--- config.mk ---
export PLATFORM = sky130hd
export DESIGN_NAME = integral_buffer_ctrl
export DESIGN_NICKNAME = d
export VERILOG_FILES = /design/src/rtl/integral_pkg.sv /design/src/rtl/integral_raster_counter.sv /design/src/rtl/integral_buffer_ctrl.sv
export SDC_FILE = /design/constraint.sdc
export NUM_CORES = 1
export LEC_CHECK = 0
export BUFFER_PORTS_ARGS = -buffer_cell sky130_fd_sc_hd__buf_2
export CAP_MARGIN = 10
export CORE_MARGIN = 3
export CORE_UTILIZATION = 30
export CTS_CLUSTER_DIAMETER = 60
export DETAILED_ROUTE_END_ITERATION = 7
export GPL_ROUTABILITY_DRIVEN = 0
export PLACE_DENSITY_LB_ADDON = 0.12
export SKIP_CTS_REPAIR_TIMING = 1
export SYNTH_ARGS = -nofsm -noshare
export SYNTH_HDL_FRONTEND = slang
export SYNTH_SLANG_ARGS = --single-unit
export TNS_END_PERCENT = 1
--- constraint.sdc ---
create_clock -name i_clk -period 2.5 [get_ports i_clk]
set_input_delay 0.125 -clock i_clk [delete_from_list [all_inputs] [get_ports i_clk]]
set_output_delay 0.125 -clock i_clk [all_outputs]
set_load 0.01 [all_outputs]
--- src/rtl/integral_pkg.sv ---
// -----------------------------------------------------------------------------
// integral_pkg
// Shared definitions for the IntegralBuffer sequencer:
//   state_t      - sequencer FSM states (IDLE, CLEAR, STREAM, DRAIN)
//   addr_width() - width of the buffer column address, $clog2(ImageWidth+1)
//   col_width()  - width of the column counter, $clog2(ImageWidth)
//   row_width()  - width of the row counter, $clog2(ImageHeight)
// -----------------------------------------------------------------------------
package integral_pkg;

    typedef enum logic [1:0] {
        IDLE   = 2'd0,  // waiting for FrameStart
        CLEAR  = 2'd1,  // one-cycle synchronous clear of the IntegralBuffer
        STREAM = 2'd2,  // accepting raster pixels
        DRAIN  = 2'd3   // last pixel written, retiring the final window
    } state_t;

    // Never returns 0 so degenerate dimensions still give legal vectors.
    function automatic int safe_clog2(input int value);
        return (value > 1) ? $clog2(value) : 1;
    endfunction

    function automatic int addr_width(input int image_width);
        return safe_clog2(image_width + 1);
    endfunction

    function automatic int col_width(input int image_width);
        return safe_clog2(image_width);
    endfunction

    function automatic int row_width(input int image_height);
        return safe_clog2(image_height);
    endfunction

endpackage

--- src/rtl/integral_raster_counter.sv ---
// -----------------------------------------------------------------------------
// integral_raster_counter
// Row/column position of the next pixel in a raster-ordered frame.
// Ports:
//   i_clk, i_rst_n : clock, asynchronous active-low reset
//   i_clear        : synchronous return to (row 0, col 0)
//   i_advance      : one pixel consumed, step to the next raster position
//   o_row, o_col   : position of the pixel currently offered
//   o_last         : current position is the final pixel of the frame
// The counter wraps to (0,0) after the last pixel, so it never runs past the
// frame even if advanced again.
// -----------------------------------------------------------------------------
module integral_raster_counter
    import integral_pkg::*;
#(
    parameter  int ImageWidth  = 640,
    parameter  int ImageHeight = 480,
    localparam int ColW        = col_width(ImageWidth),
    localparam int RowW        = row_width(ImageHeight)
) (
    input  logic            i_clk,
    input  logic            i_rst_n,
    input  logic            i_clear,
    input  logic            i_advance,
    output logic [RowW-1:0] o_row,
    output logic [ColW-1:0] o_col,
    output logic            o_last
);

    logic [RowW-1:0] r_row;
    logic [ColW-1:0] r_col;
    logic            w_col_end;
    logic            w_row_end;

    assign w_col_end = (r_col == ColW'(ImageWidth - 1));
    assign w_row_end = (r_row == RowW'(ImageHeight - 1));

    // NOTE: sequential state uses non-blocking assignments so every register
    // samples pre-edge values regardless of block evaluation order.
    always_ff @(posedge i_clk or negedge i_rst_n) begin
        if (!i_rst_n) begin
            r_row <= '0;
            r_col <= '0;
        end else if (i_clear) begin
            r_row <= '0;
            r_col <= '0;
        end else if (i_advance) begin
            if (w_col_end) begin
                r_col <= '0;
                r_row <= w_row_end ? '0 : r_row + 1'b1;
            end else begin
                r_col <= r_col + 1'b1;
            end
        end
    end

    assign o_row  = r_row;
    assign o_col  = r_col;
    assign o_last = w_col_end & w_row_end;

endmodule

--- src/rtl/integral_buffer_ctrl.sv ---
// -----------------------------------------------------------------------------
// integral_buffer_ctrl
// Sequencer in front of an IntegralBuffer. Accepts a raster stream of binary
// pixels, drives the buffer write port, clears the buffer at frame start and
// flags the buffer updates after which IntegralPacked holds a complete window.
// Input is throttled so a window is never shifted out before it is consumed.
// Ports:
//   i_clk, i_rst_n       : clock, asynchronous active-low reset
//   i_frame_start        : 1-cycle pulse, a new frame follows (aborts a running one)
//   i_pixel_valid/_data  : input pixel stream; o_pixel_ready is the handshake
//   o_buf_reset          : synchronous active-high clear to the buffer
//   o_buf_write_enable   : buffer write strobe, with o_buf_addr (column) and o_buf_data
//   i_buffer_ready       : buffer fill flag
//   o_window_valid       : IntegralPacked holds a complete window
//   i_window_ready       : downstream classifier consumes the window
//   o_window_row/_col    : raster position of the pixel that completed the window
//   o_frame_done         : 1-cycle pulse once every window of the frame is retired
//   o_error              : sticky, a window was presented while i_buffer_ready=0
// PipeLatency must be at least 1.
// -----------------------------------------------------------------------------
module integral_buffer_ctrl
    import integral_pkg::*;
#(
    parameter  int ImageWidth  = 640,
    parameter  int ImageHeight = 480,
    parameter  int WindowSize  = 21,
    parameter  int PipeLatency = 2,
    localparam int AddrW       = addr_width(ImageWidth),
    localparam int ColW        = col_width(ImageWidth),
    localparam int RowW        = row_width(ImageHeight)
) (
    input  logic             i_clk,
    input  logic             i_rst_n,
    input  logic             i_frame_start,
    input  logic             i_pixel_valid,
    input  logic             i_pixel_data,
    output logic             o_pixel_ready,
    output logic             o_buf_reset,
    output logic             o_buf_write_enable,
    output logic [AddrW-1:0] o_buf_addr,
    output logic             o_buf_data,
    input  logic             i_buffer_ready,
    output logic             o_window_valid,
    input  logic             i_window_ready,
    output logic [RowW-1:0]  o_window_row,
    output logic [ColW-1:0]  o_window_col,
    output logic             o_frame_done,
    output logic             o_error
);

    state_t r_state;
    state_t w_next_state;

    logic            w_pixel_ready;
    logic            w_accept;
    logic            w_abort;
    logic            w_tag;
    logic            w_pipe_empty;
    logic            w_buf_reset;
    logic            w_frame_done;

    logic [RowW-1:0] w_row;
    logic [ColW-1:0] w_col;
    logic            w_last;

    logic             r_buf_we;
    logic [AddrW-1:0] r_buf_addr;
    logic             r_buf_data;

    // Tag pipe: stage 0 is loaded on accept, the last stage feeds the window
    // register, giving 1+PipeLatency cycles from accept to o_window_valid,
    // i.e. exactly when the buffer has absorbed the write.
    logic [PipeLatency-1:0] r_pipe_valid;
    logic [RowW-1:0]        r_pipe_row [PipeLatency];
    logic [ColW-1:0]        r_pipe_col [PipeLatency];

    logic            r_window_valid;
    logic [RowW-1:0] r_window_row;
    logic [ColW-1:0] r_window_col;
    logic            r_error;

    // FrameStart restarts from any state except CLEAR, which is already a restart.
    assign w_abort = i_frame_start & (r_state != CLEAR);

    // Only one window is ever in flight, so the buffer never shifts past an
    // unconsumed window.
    assign w_pipe_empty  = ~|r_pipe_valid;
    assign w_pixel_ready = (r_state == STREAM) & ~r_window_valid & w_pipe_empty;
    // A pixel coinciding with an abort belongs to the dead frame: dropped.
    assign w_accept      = i_pixel_valid & w_pixel_ready & ~w_abort;

    // The window is complete once its bottom-right pixel is written; the
    // column bound reflects the buffer's packed-window layout.
    assign w_tag = (w_row >= RowW'(WindowSize - 1)) &
                   (w_col >= ColW'(2 * WindowSize - 1));

    integral_raster_counter #(
        .ImageWidth  (ImageWidth),
        .ImageHeight (ImageHeight)
    ) u_raster (
        .i_clk     (i_clk),
        .i_rst_n   (i_rst_n),
        .i_clear   (w_abort),
        .i_advance (w_accept),
        .o_row     (w_row),
        .o_col     (w_col),
        .o_last    (w_last)
    );

    // ------------------------------------------------------------------ FSM
    always_ff @(posedge i_clk or negedge i_rst_n) begin
        if (!i_rst_n) begin
            r_state <= IDLE;
        end else begin
            r_state <= w_next_state;
        end
    end

    // NOTE: every signal driven here gets a default first, so no path through
    // the case leaves it unassigned and no latch is inferred.
    always_comb begin
        w_next_state = r_state;
        w_buf_reset  = 1'b0;
        w_frame_done = 1'b0;
        unique case (r_state)
            IDLE: begin
                if (i_frame_start) w_next_state = CLEAR;
            end
            CLEAR: begin
                w_buf_reset  = 1'b1;
                w_next_state = STREAM;
            end
            STREAM: begin
                if (w_abort)                 w_next_state = CLEAR;
                else if (w_accept && w_last) w_next_state = DRAIN;
            end
            DRAIN: begin
                if (w_abort) begin
                    w_next_state = CLEAR;
                end else if (w_pipe_empty && !r_window_valid) begin
                    w_frame_done = 1'b1;
                    w_next_state = IDLE;
                end
            end
            default: w_next_state = IDLE;
        endcase
    end

    // ---------------------------------------------------------- write port
    always_ff @(posedge i_clk or negedge i_rst_n) begin
        if (!i_rst_n) begin
            r_buf_we   <= 1'b0;
            r_buf_addr <= '0;
            r_buf_data <= 1'b0;
        end else begin
            r_buf_we <= w_accept;
            if (w_accept) begin
                r_buf_addr <= AddrW'(w_col);
                r_buf_data <= i_pixel_data;
            end
        end
    end

    // ------------------------------------------------------------- tag pipe
    always_ff @(posedge i_clk or negedge i_rst_n) begin
        if (!i_rst_n) begin
            r_pipe_valid <= '0;
        end else if (w_abort) begin
            r_pipe_valid <= '0;
        end else begin
            r_pipe_valid[0] <= w_accept & w_tag;
            for (int i = 1; i < PipeLatency; i++) begin
                r_pipe_valid[i] <= r_pipe_valid[i-1];
            end
        end
    end

    // NOTE: the row/col payload is only observed when its valid bit is set,
    // so it is deliberately left without reset.
    always_ff @(posedge i_clk) begin
        r_pipe_row[0] <= w_row;
        r_pipe_col[0] <= w_col;
        for (int i = 1; i < PipeLatency; i++) begin
            r_pipe_row[i] <= r_pipe_row[i-1];
            r_pipe_col[i] <= r_pipe_col[i-1];
        end
    end

    // ------------------------------------------------------- window handshake
    always_ff @(posedge i_clk or negedge i_rst_n) begin
        if (!i_rst_n) begin
            r_window_valid <= 1'b0;
            r_window_row   <= '0;
            r_window_col   <= '0;
            r_error        <= 1'b0;
        end else begin
            if (w_abort) begin
                r_window_valid <= 1'b0;
            end else if (r_pipe_valid[PipeLatency-1]) begin
                r_window_valid <= 1'b1;
                r_window_row   <= r_pipe_row[PipeLatency-1];
                r_window_col   <= r_pipe_col[PipeLatency-1];
            end else if (r_window_valid && i_window_ready) begin
                r_window_valid <= 1'b0;
            end

            // A window presented from an unfilled buffer is garbage; only
            // reset clears the flag so the event cannot be missed.
            if (r_window_valid && !i_buffer_ready) begin
                r_error <= 1'b1;
            end
        end
    end

    assign o_pixel_ready      = w_pixel_ready;
    assign o_buf_reset        = w_buf_reset;
    assign o_buf_write_enable = r_buf_we;
    assign o_buf_addr         = r_buf_addr;
    assign o_buf_data         = r_buf_data;
    assign o_window_valid     = r_window_valid;
    assign o_window_row       = r_window_row;
    assign o_window_col       = r_window_col;
    assign o_frame_done       = w_frame_done;
    assign o_error            = r_error;

endmodule

* After elaboration in Yosys (flattened, before gate mapping)
Memory sizes are Yosys's and may differ from the RTL's. A register that Yosys moved wholly into a read port is not among the register bits. Cells that the tools add are included.
Word-level totals: flip-flop bits (word level) 37, bits in writable memories 38, input port bits 7, word-level logic and storage cells 72, memories kept 2
Cells by class: add/subtract/negate cells 2, order comparisons 2, equal/unequal tests 9, muxes and demuxes 21, bitwise operators 10, reduce and logical (&&, ||, !) cells 17
Memories:
- r_pipe_col | words 2, bits a word 10, rd ports 2, clocked after Yosys merged registers in 1, wr ports 2, line integral_buffer_ctrl.sv:75 | logic [ColW-1:0] r_pipe_col [PipeLatency];
- r_pipe_row | words 2, bits a word 9, rd ports 2, clocked after Yosys merged registers in 1, wr ports 2, line integral_buffer_ctrl.sv:74 | logic [RowW-1:0] r_pipe_row [PipeLatency];
Operators by type and width (count):
- 2-to-1 mux 9 bit | 4
- 2-to-1 mux 10 bit | 3
- 2-to-1 mux 2 bit | 6
- adder 10 x 1 -> 10 bit (second input constant) | 1
- == test 10 bit (second input constant) | 1
- >= comparator 10 x 6 -> 1 bit (second input constant) | 1
- adder 9 x 1 -> 9 bit (second input constant) | 1
- == test 9 bit (second input constant) | 1
- >= comparator 9 x 5 -> 1 bit (second input constant) | 1
- AND 1 bit | 8
- one-hot mux 2 bit (4 select lines) | 1
- 2-to-1 mux 1 bit | 7
- logical NOT 1 bit | 5
- == test 2 bit (second input constant) | 2
- logical AND 1 bit | 4
- AND reduction 2 bit | 2
- nonzero test 2 bit | 2
- inequality test 3 x 2 -> 1 bit (second input constant) | 1
- inequality test 3 bit (second input constant) | 1
- AND reduction 3 bit | 1
- nonzero test 3 bit | 1
- == test 2 x 1 -> 1 bit (second input constant) | 1
- logical NOT 2 bit | 1
- inequality test 2 x 1 -> 1 bit (second input constant) | 1
- other kinds (3) | 4

* Longest topological paths before layout
word-level depth 9, gate-level depth with buffers 7

* Hierarchy
Synthesis repeated with hierarchy kept, for this count alone.
Second synthesis, totals: cells, all modules 249, area total of the unflattened synthesis 3385.7 um2
Modules (own cells, without submodules):
- integral_buffer_ctrl | instances 1, cells each 138, area an instance 2326.0 um2
- integral_raster_counter | instances 1, cells each 111, area an instance 1059.8 um2

* Least setup slack after synthesis
No wires, ideal clock.
path type register to register, from register r_window_valid, in the netlist o_window_valid, to register u_raster.r_row[3], in the netlist u_raster.o_row[3], library setup time 0.092 ns, arrival 2.002 ns, required time 2.408 ns, setup slack 0.407 ns, stages on the path, launching flop included 5, cells stage by stage dfrtp_1 or4b_4 or3_4 or3_4 o31ai_2
Between the ends: longest elaborated chain between the ends 7
RTL lines:
- start, declared | line integral_buffer_ctrl.sv:77 | logic r_window_valid;
- start signal, assigned | line integral_buffer_ctrl.sv:192 | r_window_valid <= 1'b0;
- start signal, assigned | line integral_buffer_ctrl.sv:198 | r_window_valid <= 1'b0;
- start signal, assigned | line integral_buffer_ctrl.sv:200 | r_window_valid <= 1'b1;
- NOT 1 bit | line integral_buffer_ctrl.sv:88 | assign w_pixel_ready = (r_state == STREAM) & ~r_window_valid & w_pipe_empty;
- AND 1 bit (2 in series) | line integral_buffer_ctrl.sv:88
- AND 1 bit (2 in series) | line integral_buffer_ctrl.sv:90 | assign w_accept = i_pixel_valid & w_pixel_ready & ~w_abort;
- nonzero test 2 bit (no line)
- AND reduction 2 bit (no line)
- end signal, assigned | line integral_raster_counter.sv:50 | r_row <= w_row_end ? '0 : r_row + 1'b1;
- end, declared | line integral_raster_counter.sv:30 | logic [RowW-1:0] r_row;
No other way between the ends. A chain may end at the register's enable or synchronous reset.

* Worst setup path in the final report
Ends and elaborated chain as after synthesis.

==> flow_summary.yaml <==
run:
  cap_violations: 0
synth:
  synthDistinctLibCells: 49
  synthTopCellsByArea: "dfrtp_1, dfxtp_1, mux2_2"
  synth_flop_cell: "dfrtp_1"
  synth-async-reset-ratio_pct: 59.6
  syn_inst: 284
  synth_seq_cells: 94
  yosys.area.top_type_share_pct: 41.2
  yosysSeqAreaShare_pct: 63.5
  syn_nets: 296
  synth_top_area_cell: "dfrtp_1"
  yosysWarnings: 0
  synth_edf_count: 0
  syn_avg_cell_area_um2: 12.0
  synthesis.area_mm2: 0.00340
final_layout:
  drive_above_1_share_pct: 28.2
  final_common_cell: "dfrtp_1"
  n_antenna_cell: 0
  fin_util_pct: 37.5
  nNetsFinal: 348
  area_growth_pct: 21.0
  final_cell_mix: "dfrtp_1, buf_2, dfxtp_1, nand2_1, mux2_2"
sta:
  min_period_ps: 2290
  slew_viol_final: 0
  hold_viol: 0
  max_freq_mhz: 437
  setup_viol: 0
  skew_ps: 8.66
  rsz0062_at_grt: "false"
  maxSlewHeadroom_pct: 44.6
  setup_tns_ps: 0
  holdWs_ps: 52.8
  tightest_slew_ps: 830
  finalCritPeriodShare_pct: 91.6
grt:
  overflow: 0
  grt_max_degree: 24
  grt_pass1_wl_um: 12200
  grt_pass1_vias: 2301
  grt_use_total_pct: 12.3
  grt_antenna_before_repair: 0
clocking:
  cts_tree: "done"
  clkSinkCount: 94
  htreeDepth: 3
  root_buffer: "clkbuf_16"
  clockBufferDepth: 2
  cts_buffers: 9
  insertion_delay_ps: 340
  path_clk_slew_ps: 70
die:
  coreArea_mm2: 0.0110
  die_h_um: 113
  row_count: 38
  start_util_pct: 31.0
  die_area_mm2: 0.0127
  io_pins: 43
  die_x_um: 113
drt:
  ant_nets: 0
  first_pass_iters: 4
  drtIter0Drc: 135
  drc_errors: 0
  wl_um: 7020
  drt-wirelength-per-cell_um: 14.6
  drt-vias-per-instance: 4.59
  vias: 2209
setup_path:
  max_stage_delay_ps: 580
  cp_data_arrival_time_ps: 2540
  worstSetupEndpointType: "flop"
  start_kind: "flop"
  crit_top_cell: "or3_4"
  crit_type: "flop to flop"
  crit_fanout: 20
  path_cells: "or4b_4 -> or3_4 -> or3_4 -> o31ai_2"
  cp.required_ps: 2750
  cp_num_buf_inv: 0
  cp_top_family: "simple AND/OR/NAND/NOR gates"
  crit_path_top_delay_cell: "or4b_4"
status:
  status: "finished clean"
placed_design:
  dp_hpwl_um: 4720
  port-buffer-count: 42
power:
  power.density_mw_per_mm2: 767
  leakagePower_uw: 0.00194
  vdd_ir_drop_max_v: 0.000273
hold_path:
  min_path_type: "input pin to flop"
## registers in the layout, indices dropped and copies added (netlist names)
name                flops
r_pipe_col             20
o_buf_addr             10
r_pipe_valid            2
u_raster.o_col         10
o_buf_write_enable      1
o_error                 1
r_state                 2
o_buf_data              1
u_raster.o_row          9
o_window_col           10
o_window_valid          1
o_window_row            9
r_pipe_row             18
## Yosys cell counts, types with 2 or more instances
cell,instances
dfrtp_1,56
dfxtp_1,38
nand2_1,35
mux2_2,19
o21ai_0,14
inv_1,13
nand3_1,11
a21oi_1,10
nand4_1,6
ha_1,5
nor2_1,5
or4_1,5
a31oi_1,4
and3_1,4
clkbuf_1,4
o211ai_1,4
o31ai_1,4
or3_1,4
and2_1,3
buf_2,3
and4_1,2
nand3b_1,2
nor3_1,2
nor3b_1,2
nor4_1,2
o31ai_2,2
o41ai_2,2
or3_4,2
## worst register-to-register path, delay by kind of cell, from the launching register on
family             cells  cell delay, ps
and+or+nand+nor        3            1550
DFF                    1             430
AOI/OAI and AO/OA      1             220
## final cells by class
| type | count | area (um2) |
|---|---|---|
| fill | 1076 | 6860 |
| sequential | 94 | 2160 |
| multi-input combinational | 167 | 1130 |
| timing repair buffer | 51 | 283 |
| clock buffer | 11 | 254 |
| tap | 140 | 175 |
| clock inverter | 5 | 61.3 |
| inverter | 13 | 48.8 |
## per-stage QoR
step / power (uW) / setup slack (ps) / std cells / area, um2
2_1_floorplan: 1680 / 407 / 284 / 3400
4_1_cts: 3210 / 200 / 479 / 4100
5_1_grt: 3310 / 38.8 / 481 / 4120
3_5_place_dp: 1760 / 218 / 463 / 3780
3_3_place_gp: 1760 / 263 / 463 / 3780
6_report: 3160 / 211 / 481 / 4120
## power breakdown
part,internal [uW],switching [uW],total (uW)
combinational,58.0,102,160
sequential,1540,23.9,1570
clock,844,587,1430
total,2440,713,3160
## routing by layer
layer	vias up	GRT usage [%]	routed length, um
li1	1108	-	-
met1	1038	17.7	3680
met2	53	17.2	2890
met3	10	3.18	301
met4	0	5.69	143
met5	-	0	0
## cell families (layout without fill, tap and decap cells)
group           after synthesis  in the layout  share of synthesized area (%)
simple gates                 95             95                           15.6
flops                        94             94                           63.5
compound gates               47             47                           9.41
buf+inv                      23             80                           3.12
mux                          19             19                           6.29
fa+ha+maj                     5              5                           1.84
xor+xnor                      1              1                          0.257
## worst paths after layout
| path | slack, ps | startpoint | cells past startpoint | end |
|---|---|---|---|---|
| setup / recovery | 210 | o_window_valid | 4 | u_raster.o_row[3] |
| hold / removal | 50 | i_buffer_ready | 3 | o_error |
| setup reg to reg | 210 | o_window_valid | 4 | u_raster.o_row[3] |
| hold reg to reg | 330 | r_pipe_row[0][0] | 0 | r_pipe_row[1][0] |
| max in group asynchronous | 1540 | i_rst_n | 3 | u_raster.o_row[4] |
| min in group asynchronous | 300 | i_rst_n | 2 | o_window_col[7] |
(Power assumes the default switching activity.)
